**config.mk**
```make
export PLATFORM = sky130hd
export DESIGN_NAME = sub_serial_flat
export DESIGN_NICKNAME = d
export VERILOG_FILES = /design/src/rtl/sub_serial_if.sv /design/src/rtl/sub_serial.sv /design/src/flat_wrapper.sv
export SDC_FILE = /design/constraint.sdc
export NUM_CORES = 1
export LEC_CHECK = 0
export CORE_MARGIN = 4
export CORE_UTILIZATION = 51
export DETAILED_ROUTE_END_ITERATION = 10
export PLACE_DENSITY_LB_ADDON = 0.05
export SETUP_SLACK_MARGIN = 0.3
export SYNTH_ARGS = -nofsm -noshare
export SYNTH_HDL_FRONTEND = slang
export SYNTH_SLANG_ARGS = --single-unit
export TNS_END_PERCENT = 10
```
**constraint.sdc**
```tcl
create_clock -name clk -period 4.6 [get_ports clk]
set_input_delay 1.38 -clock clk [delete_from_list [all_inputs] [get_ports clk]]
set_output_delay 1.38 -clock clk [all_outputs]
set_load 0.05 [all_outputs]
```
**src/rtl/sub_serial_if.sv**
```systemverilog
// Operand/result handshake bundle for the chunk-serial subtractor.
// The master drives operands and result acceptance; the slave is the subtractor.
interface sub_serial_if #(
    parameter int WIDTH = 64
);
    logic             in_valid;
    logic             in_ready;
    logic [WIDTH-1:0] a;
    logic [WIDTH-1:0] b;
    logic             bin;
    logic             signed_mode;
    logic             out_valid;
    logic             out_ready;
    logic [WIDTH-1:0] diff;
    logic             bout;
    logic             overflow;

    modport master (
        output in_valid, a, b, bin, signed_mode, out_ready,
        input  in_ready, out_valid, diff, bout, overflow
    );

    modport slave (
        input  in_valid, a, b, bin, signed_mode, out_ready,
        output in_ready, out_valid, diff, bout, overflow
    );
endinterface

```
**src/rtl/sub_serial.sv**
```systemverilog
// Chunk-serial subtractor: a - b - bin over WIDTH bits, CHUNK bits per cycle, LSB first,
// with unsigned/signed borrow-out and signed overflow, behind valid/ready handshakes.
module sub_serial #(
    parameter int WIDTH = 64,
    parameter int CHUNK = 16
) (
    input  logic         clk,
    input  logic         rst_n,
    sub_serial_if.slave  bus
);
    localparam int NCHUNK = WIDTH / CHUNK;
    localparam int IDXW   = (NCHUNK > 1) ? $clog2(NCHUNK) : 1;
    localparam logic [IDXW-1:0] LAST_IDX = IDXW'(NCHUNK - 1);

    typedef enum logic [1:0] {
        IDLE,
        BUSY,
        DONE
    } state_t;

    state_t           state_q, state_d;
    logic [IDXW-1:0]  idx_q, idx_d;
    logic             borrow_q, borrow_d;
    logic [WIDTH-1:0] a_q, a_d;
    logic [WIDTH-1:0] b_q, b_d;
    logic             signed_q, signed_d;
    logic [WIDTH-1:0] diff_q, diff_d;
    logic             bout_q, bout_d;
    logic             overflow_q, overflow_d;
    logic             out_valid_q, out_valid_d;

    int               base;
    logic [CHUNK-1:0] a_chunk;
    logic [CHUNK-1:0] b_chunk;
    logic [CHUNK:0]   chunk_res;
    logic             chunk_borrow;
    logic             final_bout;

    // One chunk of the subtraction; the extra top bit of chunk_res is the borrow out.
    always_comb begin
        base         = 32'(idx_q) * CHUNK;
        a_chunk      = a_q[base +: CHUNK];
        b_chunk      = b_q[base +: CHUNK];
        chunk_res    = {1'b0, a_chunk} - {1'b0, b_chunk} - {{CHUNK{1'b0}}, borrow_q};
        chunk_borrow = chunk_res[CHUNK];
        // Bit WIDTH of the sign-extended difference is the MSB XOR plus the final borrow.
        final_bout   = signed_q ? (a_q[WIDTH-1] ^ b_q[WIDTH-1] ^ chunk_borrow) : chunk_borrow;
    end

    always_comb begin
        state_d     = state_q;
        idx_d       = idx_q;
        borrow_d    = borrow_q;
        a_d         = a_q;
        b_d         = b_q;
        signed_d    = signed_q;
        diff_d      = diff_q;
        bout_d      = bout_q;
        overflow_d  = overflow_q;
        out_valid_d = out_valid_q;

        case (state_q)
            IDLE: begin
                if (bus.in_valid) begin
                    a_d      = bus.a;
                    b_d      = bus.b;
                    signed_d = (bus.signed_mode === 1'b1);
                    borrow_d = bus.bin;
                    idx_d    = '0;
                    state_d  = BUSY;
                end
            end
            BUSY: begin
                diff_d[base +: CHUNK] = chunk_res[CHUNK-1:0];
                borrow_d              = chunk_borrow;
                idx_d                 = idx_q + IDXW'(1);
                if (idx_q == LAST_IDX) begin
                    bout_d      = final_bout;
                    overflow_d  = signed_q & (final_bout ^ chunk_res[CHUNK-1]);
                    out_valid_d = 1'b1;
                    idx_d       = '0;
                    state_d     = DONE;
                end
            end
            DONE: begin
                if (bus.out_ready) begin
                    out_valid_d = 1'b0;
                    state_d     = IDLE;
                end
            end
            default: begin
                state_d = IDLE;
            end
        endcase
    end

    always_ff @(posedge clk or negedge rst_n) begin
        if (!rst_n) begin
            state_q     <= IDLE;
            idx_q       <= '0;
            borrow_q    <= 1'b0;
            a_q         <= '0;
            b_q         <= '0;
            signed_q    <= 1'b0;
            diff_q      <= '0;
            bout_q      <= 1'b0;
            overflow_q  <= 1'b0;
            out_valid_q <= 1'b0;
        end else begin
            state_q     <= state_d;
            idx_q       <= idx_d;
            borrow_q    <= borrow_d;
            a_q         <= a_d;
            b_q         <= b_d;
            signed_q    <= signed_d;
            diff_q      <= diff_d;
            bout_q      <= bout_d;
            overflow_q  <= overflow_d;
            out_valid_q <= out_valid_d;
        end
    end

    assign bus.in_ready  = (state_q == IDLE);
    assign bus.out_valid = out_valid_q;
    assign bus.diff      = diff_q;
    assign bus.bout      = bout_q;
    assign bus.overflow  = overflow_q;
endmodule
```
**src/flat_wrapper.sv**
```systemverilog
// flat-port wrapper written by rule: the top's interface ports become plain ports
module sub_serial_flat 
#(
    parameter int WIDTH = 64,
    parameter int CHUNK = 16
)
  (clk, rst_n, bus_in_valid, bus_a, bus_b, bus_bin, bus_signed_mode, bus_out_ready, bus_in_ready, bus_out_valid, bus_diff, bus_bout, bus_overflow);
  sub_serial_if #(.WIDTH(WIDTH)) bus_i ();
  input  logic clk;
  input  logic rst_n;
  input wire logic [$bits(bus_i.in_valid)-1:0] bus_in_valid;
  input wire logic [$bits(bus_i.a)-1:0] bus_a;
  input wire logic [$bits(bus_i.b)-1:0] bus_b;
  input wire logic [$bits(bus_i.bin)-1:0] bus_bin;
  input wire logic [$bits(bus_i.signed_mode)-1:0] bus_signed_mode;
  input wire logic [$bits(bus_i.out_ready)-1:0] bus_out_ready;
  output wire logic [$bits(bus_i.in_ready)-1:0] bus_in_ready;
  output wire logic [$bits(bus_i.out_valid)-1:0] bus_out_valid;
  output wire logic [$bits(bus_i.diff)-1:0] bus_diff;
  output wire logic [$bits(bus_i.bout)-1:0] bus_bout;
  output wire logic [$bits(bus_i.overflow)-1:0] bus_overflow;
  assign bus_i.in_valid = bus_in_valid;
  assign bus_i.a = bus_a;
  assign bus_i.b = bus_b;
  assign bus_i.bin = bus_bin;
  assign bus_i.signed_mode = bus_signed_mode;
  assign bus_i.out_ready = bus_out_ready;
  assign bus_in_ready = bus_i.in_ready;
  assign bus_out_valid = bus_i.out_valid;
  assign bus_diff = bus_i.diff;
  assign bus_bout = bus_i.bout;
  assign bus_overflow = bus_i.overflow;
  sub_serial #(.WIDTH(WIDTH), .CHUNK(CHUNK)) u_core (.clk(clk), .rst_n(rst_n), .bus(bus_i));
endmodule
```
==> results of run 1 <==
[flip-flops by register name, indices dropped and copies added (netlist names)]
name                  count
u_core.a_q               64
u_core.b_q               64
u_core.borrow_q           1
u_core.bus.bout           1
u_core.bus.diff          64
u_core.bus.out_valid      1
u_core.bus.overflow       1
u_core.idx_q              2
u_core.signed_q           1
u_core.state_q            2
[routing by layer]
layer,GRT usage (%),part of all wire [%],up-vias
li1,-,-,3519
met1,33.6,44,3514
met2,36.7,47,271
met3,3.79,6.4,41
met4,7.38,2.5,0
met5,0,0,-
[critical path: stages (launching register included)]
cell and delay [ns]:
dfrtp_2 0.62, mux4_2 0.57, fa_1 0.44, fa_1 0.44, nand2b_1 0.19, a2111oi_2 0.40, nor3b_1 0.18, a211oi_2 0.34
o21ai_1 0.14, xor2_1 0.32, a22o_1 0.18
[path summary, 6_finish.rpt]
path	endpoint	slack, ns	start
hold reg to reg	u_core.b_q[55]$_DFFE_PN0P_	0.47	u_core.b_q[55]$_DFFE_PN0P_
min in group asynchronous	u_core.bus.diff[39]$_DFFE_PN0P_	0.96	rst_n
max in group asynchronous	u_core.a_q[57]$_DFFE_PN0P_	2.66	rst_n
setup reg to reg	u_core.bus.diff[62]$_DFFE_PN0P_	0.71	u_core.idx_q[0]$_DFFE_PN0P_
hold / removal	u_core.b_q[55]$_DFFE_PN0P_	0.47	u_core.b_q[55]$_DFFE_PN0P_
setup / recovery	u_core.bus.diff[62]$_DFFE_PN0P_	0.71	u_core.idx_q[0]$_DFFE_PN0P_
[layout by cell type (no fill, tap or decap), types with 3 or more instances in the layout]
master and n:
mux2i_1 4, inv_1 51, nand2_1 419, clkbuf_1 5, nor3_1 3, a22o_1 56
a21oi_1 14, nor2b_1 4, buf_4 14, mux4_2 31, clkdlybuf4s50_1 200, xor2_1 7
clkbuf_8 8, ha_1 34, xnor2_1 9, nand2b_1 5, dfrtp_1 199, nand3_1 5
nor2_1 7, o21a_1 3, o21ai_0 17, a31oi_1 3, clkbuf_16 23
[through the flow]
step	util [%]	cells	cell area [µm²]	setup WS, ns
3_5_place_dp	64.7	1349	11700	0.717
5_1_grt	68.7	1390	12400	0.379
6_report	68.7	1390	12400	0.710
4_1_cts	68.7	1388	12400	0.674
2_1_floorplan	-	951	9410	0.710
3_3_place_gp	64.7	1349	11700	0.801
[logic make-up (layout without fill, tap and decap cells)]
family	count (synthesis)	after routing
multiplexers	35	35
adder cells (fa/ha/maj)	36	36
buffers and inverters	98	306
flip-flops	201	201
other	0	2
AO/OA/AOI/OAI	112	112
AND/OR/NAND/NOR	452	452
XOR/XNOR	17	17
[layout make-up]
cell class | instances | share of cell area [%]
tap | 229 | 2.31
multi-input combinational | 652 | 32.4
inverter | 51 | 1.55
sequential | 201 | 40.6
antenna | 2 | 0.0404
clock inverter | 4 | 0.212
clock buffer | 35 | 5.58
timing repair buffer | 216 | 17.3
==> key figures, run 1 <==
Timing
  • Normalized max-slew margin: 38.5%
  • Final Setup Violations: 0
  • Worst slew pin tran: 0.922 ns
  • Hold_ws: 0.471 ns
  • Worst Skew: 0.0116 ns
  • F_max: 257 MHz
  • Max Slew Vio Count: 0
  • Fin crit period: 3.89 ns
  • RSZ-0062 raised after global routing: no
  • Final worst path period share: 84.6%
  • Total negative slack: 0 ns
  • Final Hold Fails: 0

Routing
  • Vias: 7,345
  • Routed vias/inst: 5.28
  • Drt pass-1 iters: 4
  • First DRT Iteration DRCs: 415
  • Routed wire length: 24.0 mm
  • Antenna viol nets, final: 0
  • DRC: 0
  • DR WL/cell: 17.2 µm

Critical path
  • Worst R2R Path Depth: 10
  • Crit start category: flip-flop
  • Worst Path Required: 5.03 ns
  • Worst Setup Path Type: flip-flop to flip-flop
  • CP max FO: 15
  • Crit path DAT: 4.32 ns
  • CP Capture Type: flip-flop

Logic synthesis
  • Synth Flop Type: dfrtp_1
  • Post-Synth Adder-Cell Area: 4.95%
  • Asr flop ratio synth: 100%
  • Most frequent cell after synthesis: nand2_1
  • Yosys top cell area share: 53.5%
  • Post-synthesis simple-gate area fraction: 18.7%
  • Largest family of logic cells by synthesized area: simple AND/OR/NAND/NOR gates
  • Ys Warns: 0
  • Syn Inst Count: 951
  • Sequential-to-total area share from yosys stat: 53.5%
  • Avg Cell Area, Syn: 9.89 µm²
  • EDFF count, synth: 0
  • Most common library cells after synthesis: 420 x nand2_1, 201 x dfrtp_1, 56 x a22o_1, 51 x inv_1, 39 x clkbuf_1
  • Post-synth top area cell: dfrtp_1
  • Compound-cell area share of the yosys netlist: 9.26%
  • Post-Synthesis Cell Area: 9410 µm²
  • Mux share of post-synthesis cell area: 7.85%
  • Synth unique cells: 47
  • Synth top area cells: dfrtp_1 53%, nand2_1 17%, mux4_2 7.4%, a22o_1 5.2%, ha_1 4.5%
  • Synth Register Bits: 201
  • Xor/xnor share of the synthesized area: 1.66%
  • Post-synth net total: 1,121

Placement
  • IO Port Bufs: 201
  • Post-DP HPWL: 17.7 mm
  • Placer Congestion: 0.874

Final layout
  • Area occupied by multi-input gates: 4010 µm²
  • Sequential standard cell area: 5030 µm²
  • Nets@finish: 1,314
  • Share of cells above drive strength 1: 8.20%
  • Filler cells: 1,475
  • P&R area growth vs syn: 31.6%

GRT
  • Number of global-route vias before repair: 7,217
  • First-pass GRT wire length: 38.1 mm
  • GR Overflow Total: 0
  • Initial antenna violation count: 2
  • Largest net degree at the start of global routing: 96
  • GRT Total Usage: 23.3%

Clock network
  • CTS tree: built
  • Clk Latency, worst-skew pair: 0.50 ns
  • CTS clk-pin slew, worst paths: 0.06 ns
  • CTS buffer count: 22
  • Post-CTS resize count: 0
  • Maximum clock path buffer count: 3
  • CTS HTree Levels: 1
  • CTS Root Cell: clkbuf_16
  • Postcts setup bufs: 0
  • CTS sink cnt: 201
  • Hold_buf cts: 0

Die
  • Die Y: 144 µm
  • DIE WIDTH: 144 µm
  • Die area: 20,700 µm²
  • I/O pin count: 202
  • Initial Util: 52.2%
  • Core Area: 18,000 µm²
  • Row count: 49

Min path
  • Hold path depth: 2
  • Min-delay worst type: flip-flop to flip-flop

Status
  • Outcome: completed

Flow run
  • Max-Cap Viols: 0
Power of run 1 is left out: the tool's default activity adds up to more than one toggle a clock period on the data nets, which glitch-free logic cannot reach.
==> run 2, diff against run 1 <==
Settings changed: CORE_UTILIZATION 51 to 46.
Clock period 4.6 ns to 3.2 ns, I/O delays scaled along.
==> key figures, run 2 (synthesized netlist as in run 1, its figures left out) <==
Status
  • Outcome: finished with violations (was completed)
  • Failing checks: setup timing

GRT
  • Number of global-route vias before repair: 7,267 (was 7,217)
  • First-pass GRT wire length: 38.2 mm (was 38.1 mm)
  • Initial antenna violation count: 0 (was 2)
  • GRT Total Usage: 21.2% (was 23.3%)
  • Largest net degree at the start of global routing: 69 (was 96)
  • GR Overflow Total: 0 (unchanged)

Routing
  • Vias: 7,335 (was 7,345)
  • Routed vias/inst: 4.98 (was 5.28)
  • Antenna viol nets, final: 0 (unchanged)
  • DR WL/cell: 16.4 µm (was 17.2 µm)
  • First DRT Iteration DRCs: 358 (was 415)
  • Routed wire length: 24.2 mm (was 24.0 mm)
  • DRC: 0 (unchanged)
  • Drt pass-1 iters: 4 (unchanged)

Timing
  • Fin crit period: 3.37 ns (was 3.89 ns)
  • Final Hold Fails: 0 (unchanged)
  • Worst Skew: 0.0121 ns (was 0.0116 ns)
  • F_max: 297 MHz (was 257 MHz)
  • Setup WS post-layout: -0.168 ns (was 0.710 ns)
  • Final worst path period share: 105% (was 84.6%)
  • Worst slew pin tran: 0.770 ns (was 0.922 ns)
  • Normalized max-slew margin: 48.6% (was 38.5%)
  • Final Setup Violations: 19 (was 0)
  • Hold_ws: 0.467 ns (was 0.471 ns)
  • RSZ-0062 raised after global routing: yes (was no)
  • Max Slew Vio Count: 0 (unchanged)

Critical path
  • Crit. Startpoint: u_core.idx_q[0]$_DFFE_PN0P_ (unchanged)
  • Crit path DAT: 3.75 ns (was 4.32 ns)
  • Worst path cell trace: mux4_2, fa_2, fa_2, nand2b_4, a2111oi_4, nor3b_2, a211oi_2, o21bai_1, xnor2_1, a221o_1 (was mux4_2, fa_1, fa_1, nand2b_1, a2111oi_2, nor3b_1, a211oi_2, o21ai_1, xor2_1, a22o_1)
  • R2R setup slack: -0.17 ns (was 0.71 ns)
  • Worst R2R Path Depth: 10 (unchanged)
  • Worst Setup Path Type: flip-flop to flip-flop (unchanged)
  • Worst reg2reg startpoint: u_core.idx_q[0]$_DFFE_PN0P_ (unchanged)
  • CP dominant cell by count: fa_2 (was fa_1)
  • Slowest CP cell: mux4_2 (was dfrtp_2)
  • CP max FO: 6 (was 15)
  • CP Capture Type: flip-flop (unchanged)
  • Crit start category: flip-flop (unchanged)
  • Worst Path Required: 3.58 ns (was 5.03 ns)
  • Worst R2R End: u_core.borrow_q$_DFFE_PN0P_ (was u_core.bus.diff[62]$_DFFE_PN0P_)
  • CP peak stage delay: 0.54 ns (was 0.62 ns)

Min path
  • Min-delay worst type: input port to async pin (was flip-flop to flip-flop)

Placement
  • Placer Congestion: 0.817 (was 0.874)
  • IO Port Bufs: 201 (unchanged)
  • Placed inst area: 12,100 µm² (was 11,700 µm²)
  • Post-DP HPWL: 17.6 mm (was 17.7 mm)

Die
  • Row count: 52 (was 49)
  • I/O pin count: 202 (unchanged)
  • Core Area: 20,200 µm² (was 18,000 µm²)
  • DIE WIDTH: 151 µm (was 144 µm)
  • Die Y: 151 µm (was 144 µm)
  • Die area: 22,800 µm² (was 20,700 µm²)
  • Initial Util: 46.6% (was 52.2%)

Clock network
  • CTS Root Cell: clkbuf_16 (unchanged)
  • CTS sink cnt: 201 (unchanged)
  • CTS HTree Levels: 1 (unchanged)
  • CTS buffer count: 23 (was 22)
  • CTS clk-pin slew, worst paths: 0.06 ns (about the same)
  • Maximum clock path buffer count: 3 (unchanged)
  • CTS tree: built (unchanged)
  • Hold_buf cts: 0 (unchanged)
  • Clk Latency, worst-skew pair: 0.50 ns (about the same)

Final layout
  • Commonest cells after routing, fill and taps aside: 419 x nand2_1, 199 x clkdlybuf4s50_1, 199 x dfrtp_1 (was 419 x nand2_1, 200 x clkdlybuf4s50_1, 199 x dfrtp_1)
  • Sequential standard cell area: 5030 µm² (unchanged)
  • Nets@finish: 1,358 (was 1,314)
  • Most common cell after layout, fill and taps aside: nand2_1 (unchanged)
  • # diodes: 0 (was 2)
  • Share of cells above drive strength 1: 13.6% (was 8.20%)
  • Area occupied by multi-input gates: 4220 µm² (was 4010 µm²)
  • Filler cells: 1,699 (was 1,475)
  • P&R area growth vs syn: 39.5% (was 31.6%)
  • Final core occ: 65.1% (was 68.7%)
  • Design Area, Final: 13,100 µm² (was 12,400 µm²)

Flow run
  • Max-Cap Viols: 0 (unchanged)
==> run 2: cell count changes in the layout (fill, tap and decap cells not counted), sizes merged <==
cell           delta
diode             -2
clkbuf            -1
clkdlybuf4s50     -1
clkinvlp          +2
clkinv            -3
buf              +43
bufinv            +2
inv               +1
dlygate4sd2       +1
==> run 2: worst max path at each step <==
| stage | end | slack (ns) | cells after the start |
|---|---|---|---|
| 4_1_cts | u_core.borrow_q$_DFFE_PN0P_ | -0.13 | 10 |
| 3_3_place_gp | u_core.borrow_q$_DFFE_PN0P_ | -0.20 | 10 |
| 6_report | u_core.borrow_q$_DFFE_PN0P_ | -0.17 | 10 |
| 2_1_floorplan | u_core.borrow_q$_DFFE_PN0P_ | -0.36 | 12 |
| 5_1_grt | u_core.borrow_q$_DFFE_PN0P_ | -0.37 | 13 |
| 3_5_place_dp | u_core.bus.diff[14]$_DFFE_PN0P_ | -0.27 | 10 |
==> run 2: repair_timing <==
action | CTS | global route
pin swaps | 6 | 7
setup buffers | 4 | 0
resized for setup | 23 | 9
endpoints found under the setup margin | 48 | 51
==> run 2: worst max-delay path: cells and delay by family, from the launching register on <==
family | cells | cell delay [ns]
multiplexers | 1 | 0.54
AND/OR/NAND/NOR | 2 | 0.28
XOR/XNOR | 1 | 0.13
adder cells (fa/ha/maj) | 2 | 0.73
flip-flops | 1 | 0.48
AO/OA/AOI/OAI | 4 | 1.09
==> run 2: layout make-up <==
type / count / share of cell area, %
clock inverters: 6 / 0.715
inverters: 51 / 1.46
multi-input cells: 652 / 32.1
flip-flops and latches: 201 / 38.3
clock buffers: 34 / 5.16
repair buffers: 259 / 19.6
well taps: 270 / 2.57
==> run 2: per-layer routing <==
layer  wire (µm)  share of wire, %  GRT usage (%)  vias up
li1            -                 -              -     3613
met1       10700                44           30.2     3492
met2       11500                48           34.4      195
met3        1530               6.3           3.53       35
met4         477               2.0           4.90        0
met5           0                 0              0        -
==> run 2: per-stage QoR <==
stage                     cells  setup slack (ns)  TNS (ns)
after floorplan             951            -0.356     -4.47
after global placement     1429            -0.197     -2.99
after detailed placement   1429            -0.265     -4.22
after CTS                  1473            -0.129     -1.40
after global routing       1473            -0.366     -6.54
final                      1473            -0.168     -1.79
Power of run 2 is left out for the same reason.
